## config.mk

```make
export PLATFORM = sky130hd
export DESIGN_NAME = wctl_dvg_stack_flat
export DESIGN_NICKNAME = d
export VERILOG_FILES = /design/src/rtl/wctl_dvg_stack_if.sv /design/src/rtl/wctl_dvg_stack.sv /design/src/flat_wrapper.sv
export SDC_FILE = /design/constraint.sdc
export NUM_CORES = 1
export LEC_CHECK = 0
export ABC_AREA = 1
export CAP_MARGIN = 15
export CORE_MARGIN = 4
export CORE_UTILIZATION = 30
export CTS_BUF_LIST = sky130_fd_sc_hd__clkbuf_16
export DETAILED_ROUTE_END_ITERATION = 16
export GPL_ROUTABILITY_DRIVEN = 0
export PLACE_DENSITY_LB_ADDON = 0.08
export SLEW_MARGIN = 20
export SYNTH_ARGS = -nofsm -noshare
export SYNTH_HDL_FRONTEND = slang
export SYNTH_SLANG_ARGS = --single-unit
```

## constraint.sdc

```tcl
create_clock -name clk -period 5.92 [get_ports clk]
set_input_delay 1.184 -clock clk [delete_from_list [all_inputs] [get_ports clk]]
set_output_delay 1.184 -clock clk [all_outputs]
set_load 0.01 [all_outputs]
```

## src/rtl/wctl_dvg_stack_if.sv

```systemverilog
// Warp-control <-> divergence-stack interface.
// Carries the split/join command from the warp-control unit, the
// stack-pointer query used as the split result, and the registered
// thread-mask/PC update returned to the warp scheduler.
//   master : warp-control / scheduler side (drives commands and query)
//   slave  : divergence stack (drives dvstack_ptr and upd_*)
interface wctl_dvg_stack_if #(
  parameter int NUM_WARPS   = 4,
  parameter int NUM_THREADS = 4,
  parameter int DEPTH       = 4,
  parameter int PC_BITS     = 30
);
  localparam int NW_W = (NUM_WARPS > 1) ? $clog2(NUM_WARPS) : 1;
  localparam int SPW  = $clog2(DEPTH + 1);

  logic                   ctl_valid;
  logic [NW_W-1:0]        ctl_wid;
  logic                   split_valid;
  logic                   split_is_dvg;
  logic [NUM_THREADS-1:0] split_then_mask;
  logic [NUM_THREADS-1:0] split_else_mask;
  logic [PC_BITS-1:0]     split_next_pc;
  logic                   join_valid;
  logic [SPW-1:0]         join_stack_ptr;
  logic [NUM_THREADS-1:0] cur_tmask;
  logic [NW_W-1:0]        dvstack_wid;
  logic [SPW-1:0]         dvstack_ptr;
  logic                   upd_valid;
  logic [NW_W-1:0]        upd_wid;
  logic [NUM_THREADS-1:0] upd_tmask;
  logic                   upd_pc_valid;
  logic [PC_BITS-1:0]     upd_pc;

  modport master (
    output ctl_valid, ctl_wid, split_valid, split_is_dvg, split_then_mask,
           split_else_mask, split_next_pc, join_valid, join_stack_ptr,
           cur_tmask, dvstack_wid,
    input  dvstack_ptr, upd_valid, upd_wid, upd_tmask, upd_pc_valid, upd_pc
  );

  modport slave (
    input  ctl_valid, ctl_wid, split_valid, split_is_dvg, split_then_mask,
           split_else_mask, split_next_pc, join_valid, join_stack_ptr,
           cur_tmask, dvstack_wid,
    output dvstack_ptr, upd_valid, upd_wid, upd_tmask, upd_pc_valid, upd_pc
  );
endinterface

```

## src/rtl/wctl_dvg_stack.sv

```systemverilog
// Per-warp divergence (IPDOM) stack for split/join.
// A split pushes {orig_mask, else_mask, else_pc, else_pend} and runs the
// then-mask; the first join of that region switches to the else path, the
// second pops and restores the original mask. Updates are registered and
// appear one cycle after the command as a one-cycle upd_valid pulse.
// Ports:
//   clk, reset  : clock, asynchronous active-high reset
//   bus         : wctl_dvg_stack_if.slave (commands, sp query, updates)
//   err_ovf/udf : sticky overflow/underflow flags
// Build option: WCTL_DVSTACK_CHECK_EN enables overflow/underflow detection;
// without it the flags are tied low and the stack must be sized by software.
module wctl_dvg_stack #(
  parameter int NUM_WARPS   = 4,
  parameter int NUM_THREADS = 4,
  parameter int DEPTH       = 4,
  parameter int PC_BITS     = 30
) (
  input  logic                  clk,
  input  logic                  reset,
  wctl_dvg_stack_if.slave       bus,
  output logic                  err_ovf,
  output logic                  err_udf
);
  localparam int NW_W = (NUM_WARPS > 1) ? $clog2(NUM_WARPS) : 1;
  localparam int SPW  = $clog2(DEPTH + 1);
  localparam int IW   = (DEPTH > 1) ? $clog2(DEPTH) : 1;
  localparam logic [SPW-1:0] SP_FULL = SPW'(DEPTH);
  localparam logic [SPW-1:0] SP_ONE  = SPW'(1);

  logic [SPW-1:0]         sp_q   [NUM_WARPS];
  logic [SPW-1:0]         sp_d   [NUM_WARPS];
  logic [DEPTH-1:0]       pend_q [NUM_WARPS];
  logic [DEPTH-1:0]       pend_d [NUM_WARPS];

  // Entry payload: written on push only, never reset.
  logic [NUM_THREADS-1:0] orig_mask_q [NUM_WARPS][DEPTH];
  logic [NUM_THREADS-1:0] else_mask_q [NUM_WARPS][DEPTH];
  logic [PC_BITS-1:0]     else_pc_q   [NUM_WARPS][DEPTH];

  logic                   upd_valid_q, upd_valid_d;
  logic [NW_W-1:0]        upd_wid_q, upd_wid_d;
  logic [NUM_THREADS-1:0] upd_tmask_q, upd_tmask_d;
  logic                   upd_pc_valid_q, upd_pc_valid_d;
  logic [PC_BITS-1:0]     upd_pc_q, upd_pc_d;
  logic                   push_en;

  logic [NW_W-1:0]        wid;
  logic [SPW-1:0]         sp_w;
  logic [SPW-1:0]         top_w;
  logic [IW-1:0]          top_idx;
  logic [IW-1:0]          push_idx;

  assign wid      = bus.ctl_wid;
  assign sp_w     = sp_q[wid];
  assign top_w    = sp_w - SP_ONE;
  assign top_idx  = top_w[IW-1:0];
  assign push_idx = sp_w[IW-1:0];

`ifdef WCTL_DVSTACK_CHECK_EN
  logic err_ovf_q, err_ovf_d;
  logic err_udf_q, err_udf_d;
`endif

  always_comb begin
    sp_d           = sp_q;
    pend_d         = pend_q;
    push_en        = 1'b0;
    upd_valid_d    = 1'b0;
    upd_pc_valid_d = 1'b0;
    upd_wid_d      = upd_wid_q;
    upd_tmask_d    = upd_tmask_q;
    upd_pc_d       = upd_pc_q;
`ifdef WCTL_DVSTACK_CHECK_EN
    err_ovf_d      = err_ovf_q;
    err_udf_d      = err_udf_q;
`endif
    if (bus.ctl_valid) begin
      upd_wid_d = wid;
      // Split takes priority over a simultaneous (illegal) join.
      if (bus.split_valid) begin
        if (bus.split_is_dvg) begin
          if (sp_w != SP_FULL) begin
            push_en              = 1'b1;
            sp_d[wid]            = sp_w + SP_ONE;
            pend_d[wid][push_idx] = 1'b1;
            upd_valid_d          = 1'b1;
            upd_tmask_d          = bus.split_then_mask;
          end else begin
`ifdef WCTL_DVSTACK_CHECK_EN
            err_ovf_d = 1'b1;
`else
            // Full stack is undefined here; keep sp from wrapping.
            upd_valid_d = 1'b1;
            upd_tmask_d = bus.split_then_mask;
`endif
          end
        end else begin
          upd_valid_d = 1'b1;
          upd_tmask_d = bus.split_then_mask | bus.split_else_mask;
        end
      end else if (bus.join_valid && (bus.join_stack_ptr != sp_w)) begin
        if (sp_w == '0) begin
`ifdef WCTL_DVSTACK_CHECK_EN
          err_udf_d = 1'b1;
`endif
        end else if (pend_q[wid][top_idx]) begin
          pend_d[wid][top_idx] = 1'b0;
          upd_valid_d          = 1'b1;
          upd_tmask_d          = else_mask_q[wid][top_idx];
          upd_pc_valid_d       = 1'b1;
          upd_pc_d             = else_pc_q[wid][top_idx];
        end else begin
          sp_d[wid]   = top_w;
          upd_valid_d = 1'b1;
          upd_tmask_d = orig_mask_q[wid][top_idx];
        end
      end
    end
  end

  always_ff @(posedge clk or posedge reset) begin
    if (reset) begin
      sp_q           <= '{default: '0};
      pend_q         <= '{default: '0};
      upd_valid_q    <= 1'b0;
      upd_wid_q      <= '0;
      upd_tmask_q    <= '0;
      upd_pc_valid_q <= 1'b0;
      upd_pc_q       <= '0;
    end else begin
      sp_q           <= sp_d;
      pend_q         <= pend_d;
      upd_valid_q    <= upd_valid_d;
      upd_wid_q      <= upd_wid_d;
      upd_tmask_q    <= upd_tmask_d;
      upd_pc_valid_q <= upd_pc_valid_d;
      upd_pc_q       <= upd_pc_d;
    end
  end

  always_ff @(posedge clk) begin
    if (push_en) begin
      orig_mask_q[wid][push_idx] <= bus.cur_tmask;
      else_mask_q[wid][push_idx] <= bus.split_else_mask;
      else_pc_q[wid][push_idx]   <= bus.split_next_pc;
    end
  end

`ifdef WCTL_DVSTACK_CHECK_EN
  always_ff @(posedge clk or posedge reset) begin
    if (reset) begin
      err_ovf_q <= 1'b0;
      err_udf_q <= 1'b0;
    end else begin
      err_ovf_q <= err_ovf_d;
      err_udf_q <= err_udf_d;
    end
  end
  assign err_ovf = err_ovf_q;
  assign err_udf = err_udf_q;
`else
  assign err_ovf = 1'b0;
  assign err_udf = 1'b0;
`endif

  // Pre-update pointer: no bypass, the scheduler stalls the warp meanwhile.
  assign bus.dvstack_ptr  = sp_q[bus.dvstack_wid];
  assign bus.upd_valid    = upd_valid_q;
  assign bus.upd_wid      = upd_wid_q;
  assign bus.upd_tmask    = upd_tmask_q;
  assign bus.upd_pc_valid = upd_pc_valid_q;
  assign bus.upd_pc       = upd_pc_q;
endmodule
```

## src/flat_wrapper.sv

```systemverilog
// flat-port wrapper written by rule: the top's interface ports become plain ports
module wctl_dvg_stack_flat 
#(
  parameter int NUM_WARPS   = 4,
  parameter int NUM_THREADS = 4,
  parameter int DEPTH       = 4,
  parameter int PC_BITS     = 30
)
  (clk, reset, err_ovf, err_udf, bus_ctl_valid, bus_ctl_wid, bus_split_valid, bus_split_is_dvg, bus_split_then_mask, bus_split_else_mask, bus_split_next_pc, bus_join_valid, bus_join_stack_ptr, bus_cur_tmask, bus_dvstack_wid, bus_dvstack_ptr, bus_upd_valid, bus_upd_wid, bus_upd_tmask, bus_upd_pc_valid, bus_upd_pc);
  wctl_dvg_stack_if #(.NUM_WARPS(NUM_WARPS), .NUM_THREADS(NUM_THREADS), .DEPTH(DEPTH), .PC_BITS(PC_BITS)) bus_i ();
  input  logic clk;
  input  logic reset;
  output logic err_ovf;
  output logic err_udf;
  input wire logic [$bits(bus_i.ctl_valid)-1:0] bus_ctl_valid;
  input wire logic [$bits(bus_i.ctl_wid)-1:0] bus_ctl_wid;
  input wire logic [$bits(bus_i.split_valid)-1:0] bus_split_valid;
  input wire logic [$bits(bus_i.split_is_dvg)-1:0] bus_split_is_dvg;
  input wire logic [$bits(bus_i.split_then_mask)-1:0] bus_split_then_mask;
  input wire logic [$bits(bus_i.split_else_mask)-1:0] bus_split_else_mask;
  input wire logic [$bits(bus_i.split_next_pc)-1:0] bus_split_next_pc;
  input wire logic [$bits(bus_i.join_valid)-1:0] bus_join_valid;
  input wire logic [$bits(bus_i.join_stack_ptr)-1:0] bus_join_stack_ptr;
  input wire logic [$bits(bus_i.cur_tmask)-1:0] bus_cur_tmask;
  input wire logic [$bits(bus_i.dvstack_wid)-1:0] bus_dvstack_wid;
  output wire logic [$bits(bus_i.dvstack_ptr)-1:0] bus_dvstack_ptr;
  output wire logic [$bits(bus_i.upd_valid)-1:0] bus_upd_valid;
  output wire logic [$bits(bus_i.upd_wid)-1:0] bus_upd_wid;
  output wire logic [$bits(bus_i.upd_tmask)-1:0] bus_upd_tmask;
  output wire logic [$bits(bus_i.upd_pc_valid)-1:0] bus_upd_pc_valid;
  output wire logic [$bits(bus_i.upd_pc)-1:0] bus_upd_pc;
  assign bus_i.ctl_valid = bus_ctl_valid;
  assign bus_i.ctl_wid = bus_ctl_wid;
  assign bus_i.split_valid = bus_split_valid;
  assign bus_i.split_is_dvg = bus_split_is_dvg;
  assign bus_i.split_then_mask = bus_split_then_mask;
  assign bus_i.split_else_mask = bus_split_else_mask;
  assign bus_i.split_next_pc = bus_split_next_pc;
  assign bus_i.join_valid = bus_join_valid;
  assign bus_i.join_stack_ptr = bus_join_stack_ptr;
  assign bus_i.cur_tmask = bus_cur_tmask;
  assign bus_i.dvstack_wid = bus_dvstack_wid;
  assign bus_dvstack_ptr = bus_i.dvstack_ptr;
  assign bus_upd_valid = bus_i.upd_valid;
  assign bus_upd_wid = bus_i.upd_wid;
  assign bus_upd_tmask = bus_i.upd_tmask;
  assign bus_upd_pc_valid = bus_i.upd_pc_valid;
  assign bus_upd_pc = bus_i.upd_pc;
  wctl_dvg_stack #(.NUM_WARPS(NUM_WARPS), .NUM_THREADS(NUM_THREADS), .DEPTH(DEPTH), .PC_BITS(PC_BITS)) u_core (.clk(clk), .reset(reset), .bus(bus_i), .err_ovf(err_ovf), .err_udf(err_udf));
endmodule
```

==> results.cfg <==
[synth]
ys_types = 33
synth_top_area_share_pct = 68.03
synth_area_um2 = 26840
netlist_top_cells_area = edfxtp_1 (68%), nand2_1 (8.9%), dfrtp_1 (6.2%)
synth_commonest_cells = nand2_1 (635), edfxtp_1 (608), nand3_1 (154)
synth_edf_count = 608
synthCells = 2092
synth-main-ff-cell = edfxtp_1
ys_seq_area_share_pct = 74.19
avgSynthCellArea_um2 = 12.83
async_flop_share_pct = 9.792
ys_ff_latch = 674
synth_most_common_cell = nand2_1
yosys.area.top_type = edfxtp_1
yosysWarnings = 0

[timing]
fin_ws_ns = 1.580
hold_viol = 0
worst_pin_slew_ns = 1.034
post-route-period-util_pct = 73.31
slew_headroom_pct = 31.07
period_minus_slack_ns = 4.340
finalSetupViolations = 0
slew_violations = 0
fmax_mhz = 230.4
clock_skew_ns = 0.02301
rsz0062_at_grt = false
fin_tns_setup_ns = 0

[routing]
post_drt_wl_per_cell_um = 23.60
num_vias = 16950
drtIter0Drc = 1173
drc = 0
firstDrtPassIters = 5
antenna_left = 0
routed_via_density = 4.956
wl_um = 80730

[outcome]
outcome = complete, no violations

[pwr]
pwr-share-clk_pct = 36.7
switching_share_pct = 29.96
p_sw_uw = 3737
internal-power_uw = 8735
seqPwrFrac_pct = 44.6
combPwrFrac_pct = 18.7
peakVddDrop_mv = 0.1991
power_density_nw_per_um2 = 393.8
p_leak_uw = 0.01106

[critical_path]
crit_path_max_incr_delay_ns = 0.72
cp_max_fo = 31
critPathLaunchType = input port
crit_type = in -> reg
crit_family = simple AND/OR/NAND/NOR gates
cp_slowest_cell = ha_2
cp_data_required_time_ns = 6.47
cpMostUsedCell = nand2_1
cp_num_buf_inv = 4
cp_cell_sequence = buf_2 -> inv_2 -> nor2_4 -> nand2_1 -> nand2_1 -> nor2_4 -> ha_2 -> inv_2 -> a21oi_1 -> nand2_1 -> nand3_2 -> nand2_2 -> nand2_4 -> buf_4 -> nand2_8 -> nand2_4 -> nand2_1 -> nand2_1
critPathCaptureType = register
arrival_ns = 4.89

[final_layout]
area_growth_pct = 18.02
fin_util_pct = 35.78
final_net_count = 2252
fill_cells = 8534
regArea_um2 = 19910
multiInputGateArea_um2 = 6269
stdcell_area_um2 = 31670
drive_gt1_share_pct = 9.712
instances_no_fill = 3420
diodes = 0

[clock_network]
postCtsSetupBuffers = 0
htree_levels = 3
clkSlewWorstSetupHoldPaths_ns = 0.06
clkSinkCount = 674
post_cts_resized = 0
cts_max_path_buffers = 3
cts_hold_buf = 0
root_buffer = clkbuf_16
insertion_delay_ns = 0.62
numCtsBuffers = 78
tritoncts = yes

[die]
dieArea_um2 = 94300
start_util_pct = 30.32
die_w_um = 307.1
core_um2 = 88510
io-pin-count = 98
die_h_um = 307.1
rows = 109

[global_route]
grt.overflow.total = 0
gr-usage-all-layers_pct = 16.88
grt_antenna_before_repair = 4
grt_pass1_wl_um = 118700
grt_max_degree = 161
grt_pass1_vias = 17380

[placed_design]
io_buffers = 95
place_ws_ns = 0.9268
dp_hpwl_um = 42620
place_area_um2 = 29220
dp_cells = 3274

[run]
maxCapViolCount = 0

[worst_hold_path]
hold_path_class = reg -> reg
## final timing paths
path | start | end | slack [ns] | cells past startpoint
min in group asynchronous | reset | u_core.bus.upd_pc[9]$_DFFE_PP0P_ | 0.94 | 2
setup / recovery | bus_ctl_wid[1] | u_core.pend_q[14]$_DFFE_PP0P_ | 1.58 | 18
max in group asynchronous | reset | u_core.bus.upd_pc[28]$_DFFE_PP0P_ | 3.79 | 3
hold / removal | u_core.bus.upd_wid[0]$_DFFE_PP0P_ | u_core.bus.upd_wid[0]$_DFFE_PP0P_ | 0.49 | 2
setup reg to reg | u_core.sp_q[1]$_DFFE_PP0P_ | u_core.pend_q[14]$_DFFE_PP0P_ | 2.44 | 17
hold reg to reg | u_core.bus.upd_wid[0]$_DFFE_PP0P_ | u_core.bus.upd_wid[0]$_DFFE_PP0P_ | 0.49 | 2
## final cells by class
class	count	area share, %
Multi-Input combinational cell	1260	19.79
Inverter	32	0.3911
Clock inverter	66	1.406
Sequential cell	674	62.86
Timing Repair Buffer	143	4.622
Clock buffer	80	6.321
Tap cell	1165	4.603
## state kept, by name, indices dropped and copies added, names as in the netlist, 2 cells and up, named ones only
name,cells
u_core.else_pc_q,480
u_core.pend_q,16
u_core.sp_q,8
u_core.bus.upd_wid,2
u_core.orig_mask_q,64
u_core.else_mask_q,64
u_core.bus.upd_tmask,4
u_core.bus.upd_pc,30
## power by group through the flow
stage / clock (uW) / combinational (uW) / sequential (uW)
finish: 4580 / 2330 / 5560
global route: 4910 / 2600 / 5580
CTS: 4720 / 2390 / 5560
detailed placement: 0 / 2380 / 5650
global placement: 0 / 2380 / 5650
floorplan: 0 / 1310 / 5640
## routing by layer
metal	track usage (%)	share of wire, %	vias to the layer above
met5	0	0.012	-
met2	27.52	47	365
li1	-	-	7822
met4	4.447	2.5	2
met3	3.168	4.4	119
met1	23.33	47	8641
## metrics by stage
| stage | hold slack (ns) | power [uW] |
|---|---|---|
| 4_1_cts | 0.4932 | 12670 |
| 6_report | 0.4922 | 12470 |
| 3_3_place_gp | 0.4776 | 8030 |
| 5_1_grt | 0.5257 | 13090 |
| 2_1_floorplan | 0.4419 | 6948 |
| 3_5_place_dp | 0.4751 | 8033 |
## layout by cell type, fill, tap and decap left out
| cell | n |
|---|---|
| a21oi_1 | 3 |
| a22oi_1 | 124 |
| buf_12 | 13 |
| buf_2 | 2 |
| buf_4 | 35 |
| bufinv_16 | 4 |
| clkbuf_16 | 80 |
| clkdlybuf4s50_1 | 93 |
| clkinv_1 | 19 |
| clkinv_2 | 16 |
| clkinv_8 | 3 |
| clkinvlp_4 | 1 |
| conb_1 | 2 |
| dfrtp_1 | 66 |
| edfxtp_1 | 608 |
| ha_1 | 7 |
| ha_2 | 1 |
| inv_1 | 48 |
| inv_16 | 2 |
| inv_2 | 4 |
| inv_4 | 1 |
| nand2_1 | 635 |
| nand2_2 | 12 |
| nand2_4 | 6 |
| nand2_8 | 1 |
| nand3_1 | 154 |
| nand3_2 | 17 |
| nand3b_1 | 2 |
| nand4_1 | 132 |
| nor2_1 | 58 |
| nor2_4 | 13 |
| nor3_1 | 2 |
| nor3_2 | 8 |
| nor3b_1 | 1 |
| o21ai_0 | 76 |
| o22ai_1 | 3 |
| o31ai_1 | 2 |
| xnor2_1 | 1 |
## worst reg2reg max path: stages (launching register included)
cell and delay, ns:
dfrtp_1 0.42, nand2_2 0.07, nand2_2 0.10, nand2_2 0.05
nand2_2 0.13, inv_1 0.09, ha_2 0.74, inv_2 0.08
a21oi_1 0.13, nand2_1 0.08, nand3_2 0.09, nand2_2 0.13
nand2_4 0.10, buf_4 0.50, nand2_8 0.27, nand2_4 0.29
nand2_1 0.08, nand2_1 0.07
## logic make-up (layout without fill, tap and decap cells)
logic type	count (synthesis)	in the layout	share of synthesized area, %
compound gates	208	208	5.068
xor+xnor	1	1	0.03264
flops	674	674	74.19
buf+inv	159	321	2.886
other cells	1	2	0.01397
simple gates	1041	1041	17.44
fa+ha+maj	8	8	0.3730
Note: power is estimated with default switching activity, not from simulation.
